## src/rtl/troco_dispenser_if.sv

```systemverilog
// Handshake bundle between the vending core / coin ejector and the change-return engine.
// The master side drives the payout request and the ejector acknowledge.
interface troco_dispenser_if;
    logic       start;
    logic [7:0] amount;
    logic       coin_ack;
    logic       coin_req;
    logic [1:0] coin_sel;
    logic       busy;
    logic       done;
    logic [7:0] residual;
    logic       fault;

    modport master (
        output start, amount, coin_ack,
        input  coin_req, coin_sel, busy, done, residual, fault
    );

    modport slave (
        input  start, amount, coin_ack,
        output coin_req, coin_sel, busy, done, residual, fault
    );
endinterface

```

## src/rtl/troco_dispenser.sv

```systemverilog
// Change-return engine: pays an amount back through the coin ejector, one coin per
// req/ack handshake, greedy largest-denomination first; reports residual and timeouts.
module troco_dispenser #(
    parameter int unsigned D0          = 50,
    parameter int unsigned D1          = 25,
    parameter int unsigned D2          = 10,
    parameter int unsigned D3          = 5,
    parameter int unsigned GAP_CYCLES  = 2,
    parameter int unsigned ACK_TIMEOUT = 200
) (
    input  logic               clk,
    input  logic               rst_n,
    troco_dispenser_if.slave   bus
);

    localparam int unsigned TW       = (ACK_TIMEOUT < 2) ? 1 : $clog2(ACK_TIMEOUT);
    localparam int unsigned GW       = (GAP_CYCLES < 2) ? 1 : $clog2(GAP_CYCLES);
    localparam int unsigned TMR_LAST = ACK_TIMEOUT - 1;
    localparam int unsigned GAP_LAST = (GAP_CYCLES == 0) ? 0 : GAP_CYCLES - 1;

    typedef enum logic [2:0] {
        IDLE,
        SELECT,
        REQ,
        GAP,
        DONE
    } state_e;

    state_e          state_q, state_d;
    logic [7:0]      remaining_q, remaining_d;
    logic [TW-1:0]   timer_q, timer_d;
    logic [GW-1:0]   gap_q, gap_d;
    logic [1:0]      sel_q, sel_d;
    logic [7:0]      residual_q, residual_d;
    logic            fault_q, fault_d;

    function automatic logic [7:0] denom(input logic [1:0] slot);
        case (slot)
            2'd0:    denom = 8'(D0);
            2'd1:    denom = 8'(D1);
            2'd2:    denom = 8'(D2);
            default: denom = 8'(D3);
        endcase
    endfunction

    always_ff @(posedge clk) begin
        if (!rst_n) begin
            state_q     <= IDLE;
            remaining_q <= '0;
            timer_q     <= '0;
            gap_q       <= '0;
            sel_q       <= '0;
            residual_q  <= '0;
            fault_q     <= 1'b0;
        end else begin
            state_q     <= state_d;
            remaining_q <= remaining_d;
            timer_q     <= timer_d;
            gap_q       <= gap_d;
            sel_q       <= sel_d;
            residual_q  <= residual_d;
            fault_q     <= fault_d;
        end
    end

    always_comb begin
        state_d     = state_q;
        remaining_d = remaining_q;
        timer_d     = timer_q;
        gap_d       = gap_q;
        sel_d       = sel_q;
        residual_d  = residual_q;
        fault_d     = fault_q;
        unique case (state_q)
            IDLE: begin
                if (bus.start) begin
                    remaining_d = bus.amount;
                    fault_d     = 1'b0;
                    residual_d  = '0;
                    state_d     = SELECT;
                end
            end
            SELECT: begin
                timer_d = '0;
                state_d = REQ;
                if (remaining_q >= 8'(D0))      sel_d = 2'd0;
                else if (remaining_q >= 8'(D1)) sel_d = 2'd1;
                else if (remaining_q >= 8'(D2)) sel_d = 2'd2;
                else if (remaining_q >= 8'(D3)) sel_d = 2'd3;
                else begin
                    residual_d = remaining_q;
                    state_d    = DONE;
                end
            end
            REQ: begin
                // An ack arriving on the final timeout cycle still counts as a paid coin.
                if (bus.coin_ack) begin
                    remaining_d = remaining_q - denom(sel_q);
                    gap_d       = '0;
                    state_d     = (GAP_CYCLES == 0) ? SELECT : GAP;
                end else if (timer_q == TW'(TMR_LAST)) begin
                    remaining_d = '0;
                    fault_d     = 1'b1;
                    state_d     = IDLE;
                end else begin
                    timer_d = timer_q + 1'b1;
                end
            end
            GAP: begin
                if (gap_q == GW'(GAP_LAST)) state_d = SELECT;
                else                        gap_d   = gap_q + 1'b1;
            end
            DONE:    state_d = IDLE;
            default: state_d = IDLE;
        endcase
    end

    always_comb begin
        bus.coin_req = (state_q == REQ);
        bus.coin_sel = sel_q;
        bus.busy     = (state_q != IDLE);
        bus.done     = (state_q == DONE);
        bus.residual = residual_q;
        bus.fault    = fault_q;
    end

endmodule

```

## src/flat_wrapper.sv

```systemverilog
// flat-port wrapper written by rule: the top's interface ports become plain ports
module troco_dispenser_flat 
#(
    parameter int unsigned D0          = 50,
    parameter int unsigned D1          = 25,
    parameter int unsigned D2          = 10,
    parameter int unsigned D3          = 5,
    parameter int unsigned GAP_CYCLES  = 2,
    parameter int unsigned ACK_TIMEOUT = 200
)
  (clk, rst_n, bus_start, bus_amount, bus_coin_ack, bus_coin_req, bus_coin_sel, bus_busy, bus_done, bus_residual, bus_fault);
  troco_dispenser_if bus_i ();
  input  logic clk;
  input  logic rst_n;
  input wire logic [$bits(bus_i.start)-1:0] bus_start;
  input wire logic [$bits(bus_i.amount)-1:0] bus_amount;
  input wire logic [$bits(bus_i.coin_ack)-1:0] bus_coin_ack;
  output wire logic [$bits(bus_i.coin_req)-1:0] bus_coin_req;
  output wire logic [$bits(bus_i.coin_sel)-1:0] bus_coin_sel;
  output wire logic [$bits(bus_i.busy)-1:0] bus_busy;
  output wire logic [$bits(bus_i.done)-1:0] bus_done;
  output wire logic [$bits(bus_i.residual)-1:0] bus_residual;
  output wire logic [$bits(bus_i.fault)-1:0] bus_fault;
  assign bus_i.start = bus_start;
  assign bus_i.amount = bus_amount;
  assign bus_i.coin_ack = bus_coin_ack;
  assign bus_coin_req = bus_i.coin_req;
  assign bus_coin_sel = bus_i.coin_sel;
  assign bus_busy = bus_i.busy;
  assign bus_done = bus_i.done;
  assign bus_residual = bus_i.residual;
  assign bus_fault = bus_i.fault;
  troco_dispenser #(.D0(D0), .D1(D1), .D2(D2), .D3(D3), .GAP_CYCLES(GAP_CYCLES), .ACK_TIMEOUT(ACK_TIMEOUT)) u_core (.clk(clk), .rst_n(rst_n), .bus(bus_i));
endmodule
```

## config.mk

```make
export PLATFORM = sky130hd
export DESIGN_NAME = troco_dispenser_flat
export DESIGN_NICKNAME = d
export VERILOG_FILES = /design/src/rtl/troco_dispenser_if.sv /design/src/rtl/troco_dispenser.sv /design/src/flat_wrapper.sv
export SDC_FILE = /design/constraint.sdc
export NUM_CORES = 1
export LEC_CHECK = 0
export BUFFER_PORTS_ARGS = -buffer_cell sky130_fd_sc_hd__buf_2
export CORE_MARGIN = 2
export CORE_UTILIZATION = 60
export DETAILED_ROUTE_END_ITERATION = 8
export PLACE_DENSITY = 0.83
export SETUP_SLACK_MARGIN = 0.4
export SYNTH_ARGS = -nofsm -noshare
export SYNTH_HDL_FRONTEND = slang
export SYNTH_SLANG_ARGS = --single-unit
export TNS_END_PERCENT = 30
```

## constraint.sdc

```tcl
create_clock -name clk -period 4 [get_ports clk]
set_input_delay 0.6 -clock clk [delete_from_list [all_inputs] [get_ports clk]]
set_output_delay 0.6 -clock clk [all_outputs]
set_load 0.01 [all_outputs]
```

Yosys cells after proc, flatten, opt, wreduce, memory -nomap -nowiden
Index checks and enable logic that the tools add are counted.
- multiplexer cells: 36
- add/sub/neg operators: 3
- reductions and logical operators: 15
- magnitude comparators: 4
- equality and inequality tests: 18
- operators with widths (kind ; number):
    8-bit two-way mux ; 12
    8-bit one-hot mux with 2 select lines ; 3
    3-bit two-way mux ; 8
    6-bit one-hot mux with 3 select lines ; 1
    2-bit != test (second input constant) ; 8
    3-bit one-hot mux with 4 select lines ; 1
    3-bit AND reduction ; 3
    8-bit by 1-bit adder with 8-bit output (second input constant) ; 1
    8-bit equality test (second input constant) ; 1
    8-bit by 3-bit >= comparator with 1-bit output (second input constant) ; 1
    8-bit by 4-bit >= comparator with 1-bit output (second input constant) ; 1
    8-bit by 5-bit >= comparator with 1-bit output (second input constant) ; 1
    8-bit by 6-bit >= comparator with 1-bit output (second input constant) ; 1
    2-bit two-way mux ; 4
    2-bit nonzero test ; 4
    8-bit subtractor ; 1
    3-bit by 2-bit equality test with 1-bit output (second input constant) ; 2
    6-bit AND reduction ; 1
    1-bit two-way mux ; 5
    2-bit by 1-bit != test with 1-bit output (second input constant) ; 2
    1-bit one-hot mux with 2 select lines ; 2
    2-bit AND reduction ; 2
    4-bit AND reduction ; 1
    4-bit nonzero test ; 1
    other kinds (9) ; 9
- bits in registers: 31
- logic and storage cells: 83

Logic depth before layout (Yosys ltp)
- word-level depth: 7
- mapped depth: 9

Worst setup path after synthesis
No wires, ideal clock.
- path kind: register -> register
- from: register u_core.sel_q[0] (netlist: u_core.bus.coin_sel[0])
- to: register u_core.remaining_q[7]
- setup time: 0.069 ns
- required time: 3.931 ns
- arrival time: 2.145 ns
- buffers on the path: 0
- cell stages (with the launch flop): 10
- setup slack: 1.786 ns
- cells stage by stage: dfxtp_1 -> inv_1 -> ha_1 -> o21ai_0 -> ha_1 -> a21o_1 -> a31oi_1 -> a21boi_0 -> o311a_1 -> o21ai_1
- cells in the longest elaborated chain, start to end: 7
- elaborated cells between the ends (all ways): 9
- classes of those cells: 1 x add/sub; 2 x eq/ne; 5 x mux; 1 x reduce/logical
- ends and longest elaborated chain (element ; RTL line ; source):
    start: declaration ; troco_dispenser.sv:33 ; logic [1:0] sel_q, sel_d;
    start signal: assignment ; troco_dispenser.sv:60 ; sel_q <= sel_d;
    2-bit equality test (tied with other cells) ; troco_dispenser.sv:38 ; case (slot)
    6-bit one-hot mux with 3 select lines (*) ; troco_dispenser.sv:38 ;
    8-bit two-way mux (*) ; troco_dispenser.sv:97 ; if (bus.coin_ack) begin
    8-bit two-way mux (*) ; troco_dispenser.sv:74 ; unique case (state_q)
    8-bit subtractor (*) ; troco_dispenser.sv:98 ; remaining_d = remaining_q - denom(sel_q);
    8-bit two-way mux (*) ; troco_dispenser.sv:97 ;
    8-bit one-hot mux with 2 select lines (*) ; troco_dispenser.sv:74 ;
    end signal: assignment ; troco_dispenser.sv:57 ; remaining_q <= remaining_d;
    end: declaration ; troco_dispenser.sv:30 ; logic [7:0] remaining_q, remaining_d;
Every way passes the cells marked *; elsewhere a longest branch is shown, timed or not. The select of a mux whose other input is x is not followed.
A chain may end at the register's enable or synchronous reset.

Final worst setup path
Same ends and word-level chain as after synthesis.

==> results.tsv <==
stage	metric	value	unit
logic_synthesis	synth.most_common_cell	dfxtp_1	
drt	viasPerCell	6.026	
worst_setup_path	r2r_end	u_core.remaining_q[7]	
worst_setup_path	end_kind	flop	
worst_setup_path	cp_max_fo	6	
place	place_hpwl	2847	µm
drt	met1_length	1718	µm
layout	nets	259	
logic_synthesis	synth-main-ff-cell	dfxtp_1	
worst_setup_path	cp.arrival	2650	ps
logic_synthesis	ys_seq_area_frac	0.3525	
timing	hold_viol_final	0	
logic_synthesis	synthesis.area	0.001760	mm²
power_and_ir_drop	pwr-share-seq	0.404	
worst_setup_path	crit_required	4280	ps
clock_tree	path_clk_slew	100	ps
timing	final.setup_skew	9.576	ps
layout	drive_gt1_frac	0.1780	
worst_setup_path	r2r_slack	1620	ps
drt	drc	0	
status	outcome	finished, final reports clean	
clock_tree	cts_resized	0	
clock_tree	clockRootBuffer	clkbuf_4	
drt	wl_met3	244	µm
logic_synthesis	synth_nets	233	
drt	routed_wl	3849	µm
worst_setup_path	worstRegToRegCells	9	
worst_setup_path	critPathLaunch	u_core.bus.coin_sel[0]	
worst_setup_path	cp-endpoint	u_core.remaining_q[7]	
logic_synthesis	synth_top_cells_by_area	dfxtp_1 (35%), ha_1 (7.8%), nor2_1 (5.3%)	
timing	relSlewSlack	0.4972	
layout	final_core_util	0.7072	
floorplanning	chipHeight	58.17	µm
timing	layout_min_cycle_time	2378	ps
logic_synthesis	synth_top_area_frac	0.3525	
drt	drtPass1Iterations	4	
logic_synthesis	synth_area_per_cell	8.423	µm²
clock_tree	numClockSinks	31	
timing	fin_crit_sh	0.5944	
floorplanning	io_pins	26	
job	cap_violations	0	
power_and_ir_drop	power_density	479.9	mW/mm²
drt	wl_per_cell	14.42	µm
clock_tree	cts_tree	built	
floorplanning	die_w	58.17	µm
place	place.gp.congestion	0.9043	
timing	clock.fmax	420.6	MHz
power_and_ir_drop	vdd_ir_drop_max	0.4983	mV
place	io_buffers	25	
power_and_ir_drop	switching_share	0.3547	
global_route	grt_util_all_layers	0.2606	
floorplanning	dieArea	0.003383	mm²
worst_setup_path	crit_type	reg -> reg	
clock_tree	clk_path_buf_depth	2	
drt	dr_wl_met2	1817	µm
logic_synthesis	yosys_warnings	0	
global_route	grt_pass1_vias	1511	
drt	vias	1609	
min_path	hold_path.class	reg -> reg	
logic_synthesis	synth_cell_types	50	
clock_tree	ctsHoldBuffers	0	
floorplanning	initial_core_util	0.6329	
timing	tightest_slew	752.6	ps
global_route	antenna_found_initial	0	
floorplanning	coreArea	0.002781	mm²
worst_setup_path	startpoint_type	flop	
logic_synthesis	async_flop_share	0	
drt	drt_first_iter_violations	63	
floorplanning	fp-row-count	19	
worst_setup_path	r2r_start	u_core.bus.coin_sel[0]	
power_and_ir_drop	intPower	0.6091	mW
clock_tree	clock_latency	330	ps
clock_tree	cts_max_level	2	
logic_synthesis	ys_ff_latch	31	
global_route	grt_overflow	0	
global_route	grt_pass1_wl	6755	µm
timing	setup_violations	0	
min_path	min_from	u_core.bus.residual[6]	
clock_tree	numCtsBuffers	5	
power_and_ir_drop	leakage	0.8523	nW
logic_synthesis	syn_inst	209	
layout	n_antenna_cell	0	
logic_synthesis	synthTopCellsByCount	dfxtp_1 (31), nor2_1 (25), nand2_1 (16)	
layout	syn_to_final_growth	11.73	%
clock_tree	post_cts_buffers	0	
timing	slew_violations	0	
global_route	grt_start_max_net_pins	17	
power_and_ir_drop	switchingPower	0.3348	mW
logic_synthesis	synth_edf_count	0	
power_and_ir_drop	combPwrFrac	0.324	
drt	ant_nets	0	
timing	grt_setup_unrepaired	false	
power_and_ir_drop	power_frac_clock	0.272	
drt	maxUsedRoutingLayer	met4	
timing	tns	0	ps
logic_synthesis	yosysTopAreaCell	dfxtp_1	
-- power by group through the flow --
| stage | combinational [mW] | clock, mW | sequential [mW] |
|---|---|---|---|
| global placement | 0.298 | 0 | 0.386 |
| CTS | 0.304 | 0.261 | 0.380 |
| global route | 0.347 | 0.273 | 0.389 |
| finish | 0.306 | 0.257 | 0.381 |
| detailed placement | 0.303 | 0 | 0.387 |
| floorplan | 0.250 | 0 | 0.370 |
-- metrics by stage --
stage	total power [mW]	setup slack, ps	instance area (µm²)	hold WS, ps	std cells
4_1_cts	0.9459	1621	1967	464.9	267
2_1_floorplan	0.6197	1786	1760	466.7	209
6_report	0.9440	1622	1967	465.2	267
5_1_grt	1.009	1360	1967	488.0	267
3_5_place_dp	0.6897	1638	1881	438.5	259
3_3_place_gp	0.6836	1737	1881	436.8	259
-- area by class of cell --
class	count	area [µm²]
inverters	11	41.29
clock buffers	6	51.30
flip-flops and latches	31	620.6
repair buffers	25	125.1
well taps	31	38.79
clock inverters	2	35.03
multi-input cells	161	1055
fillers	225	814.5
-- state kept, by name (all words and copies together) (netlist names) --
signal               cells
u_core.gap_q             1
u_core.bus.coin_sel      2
u_core.state_q           3
u_core.bus.fault         1
u_core.remaining_q       8
u_core.timer_q           8
u_core.bus.residual      8
-- cell usage in the layout, fill, tap and decap left out, drive strengths merged, types with 7 or more instances in the layout --
master / count
buf: 25
dfxtp: 31
nor3: 7
nand3: 10
nand2: 16
inv: 11
a21oi: 9
o21ai: 13
ha: 11
nor2: 27
-- metal layers --
layer	vias to the layer above	track usage
met5	-	0
met4	0	0.1130
met3	7	0.05804
met2	48	0.4188
met1	747	0.3366
li1	807	-
-- cell families (layout without fill, tap and decap cells) --
family	count (synthesis)	count (layout)	synth area share
muxes	1	1	0.005686
AOI/OAI and AO/OA	49	49	0.1883
buffers and inverters	17	44	0.04832
and+or+nand+nor	92	92	0.2807
adders and majority gates	12	12	0.08955
DFF	31	31	0.3525
xor gates and xnor gates	7	7	0.03483
-- worst min path at each step --
| stage | cells after the start | slack (ps) | endpoint |
|---|---|---|---|
| CTS | 1 | 460 | u_core.bus.residual[6] |
| global route | 1 | 490 | u_core.bus.residual[6] |
| floorplan | 2 | 470 | u_core.gap_q |
| global placement | 1 | 440 | u_core.bus.residual[3] |
| finish | 1 | 470 | u_core.bus.residual[6] |
| detailed placement | 1 | 440 | u_core.bus.residual[7] |
-- critical path: stages, from the launching register on --
cell and delay [ps]:
dfxtp_1 440, inv_1 140, ha_1 210, o21ai_0 160, ha_1 310, a21o_1 210
a31oi_1 210, a21boi_0 180, o311a_1 350, o21ai_1 100
(Power assumes the default switching activity.)
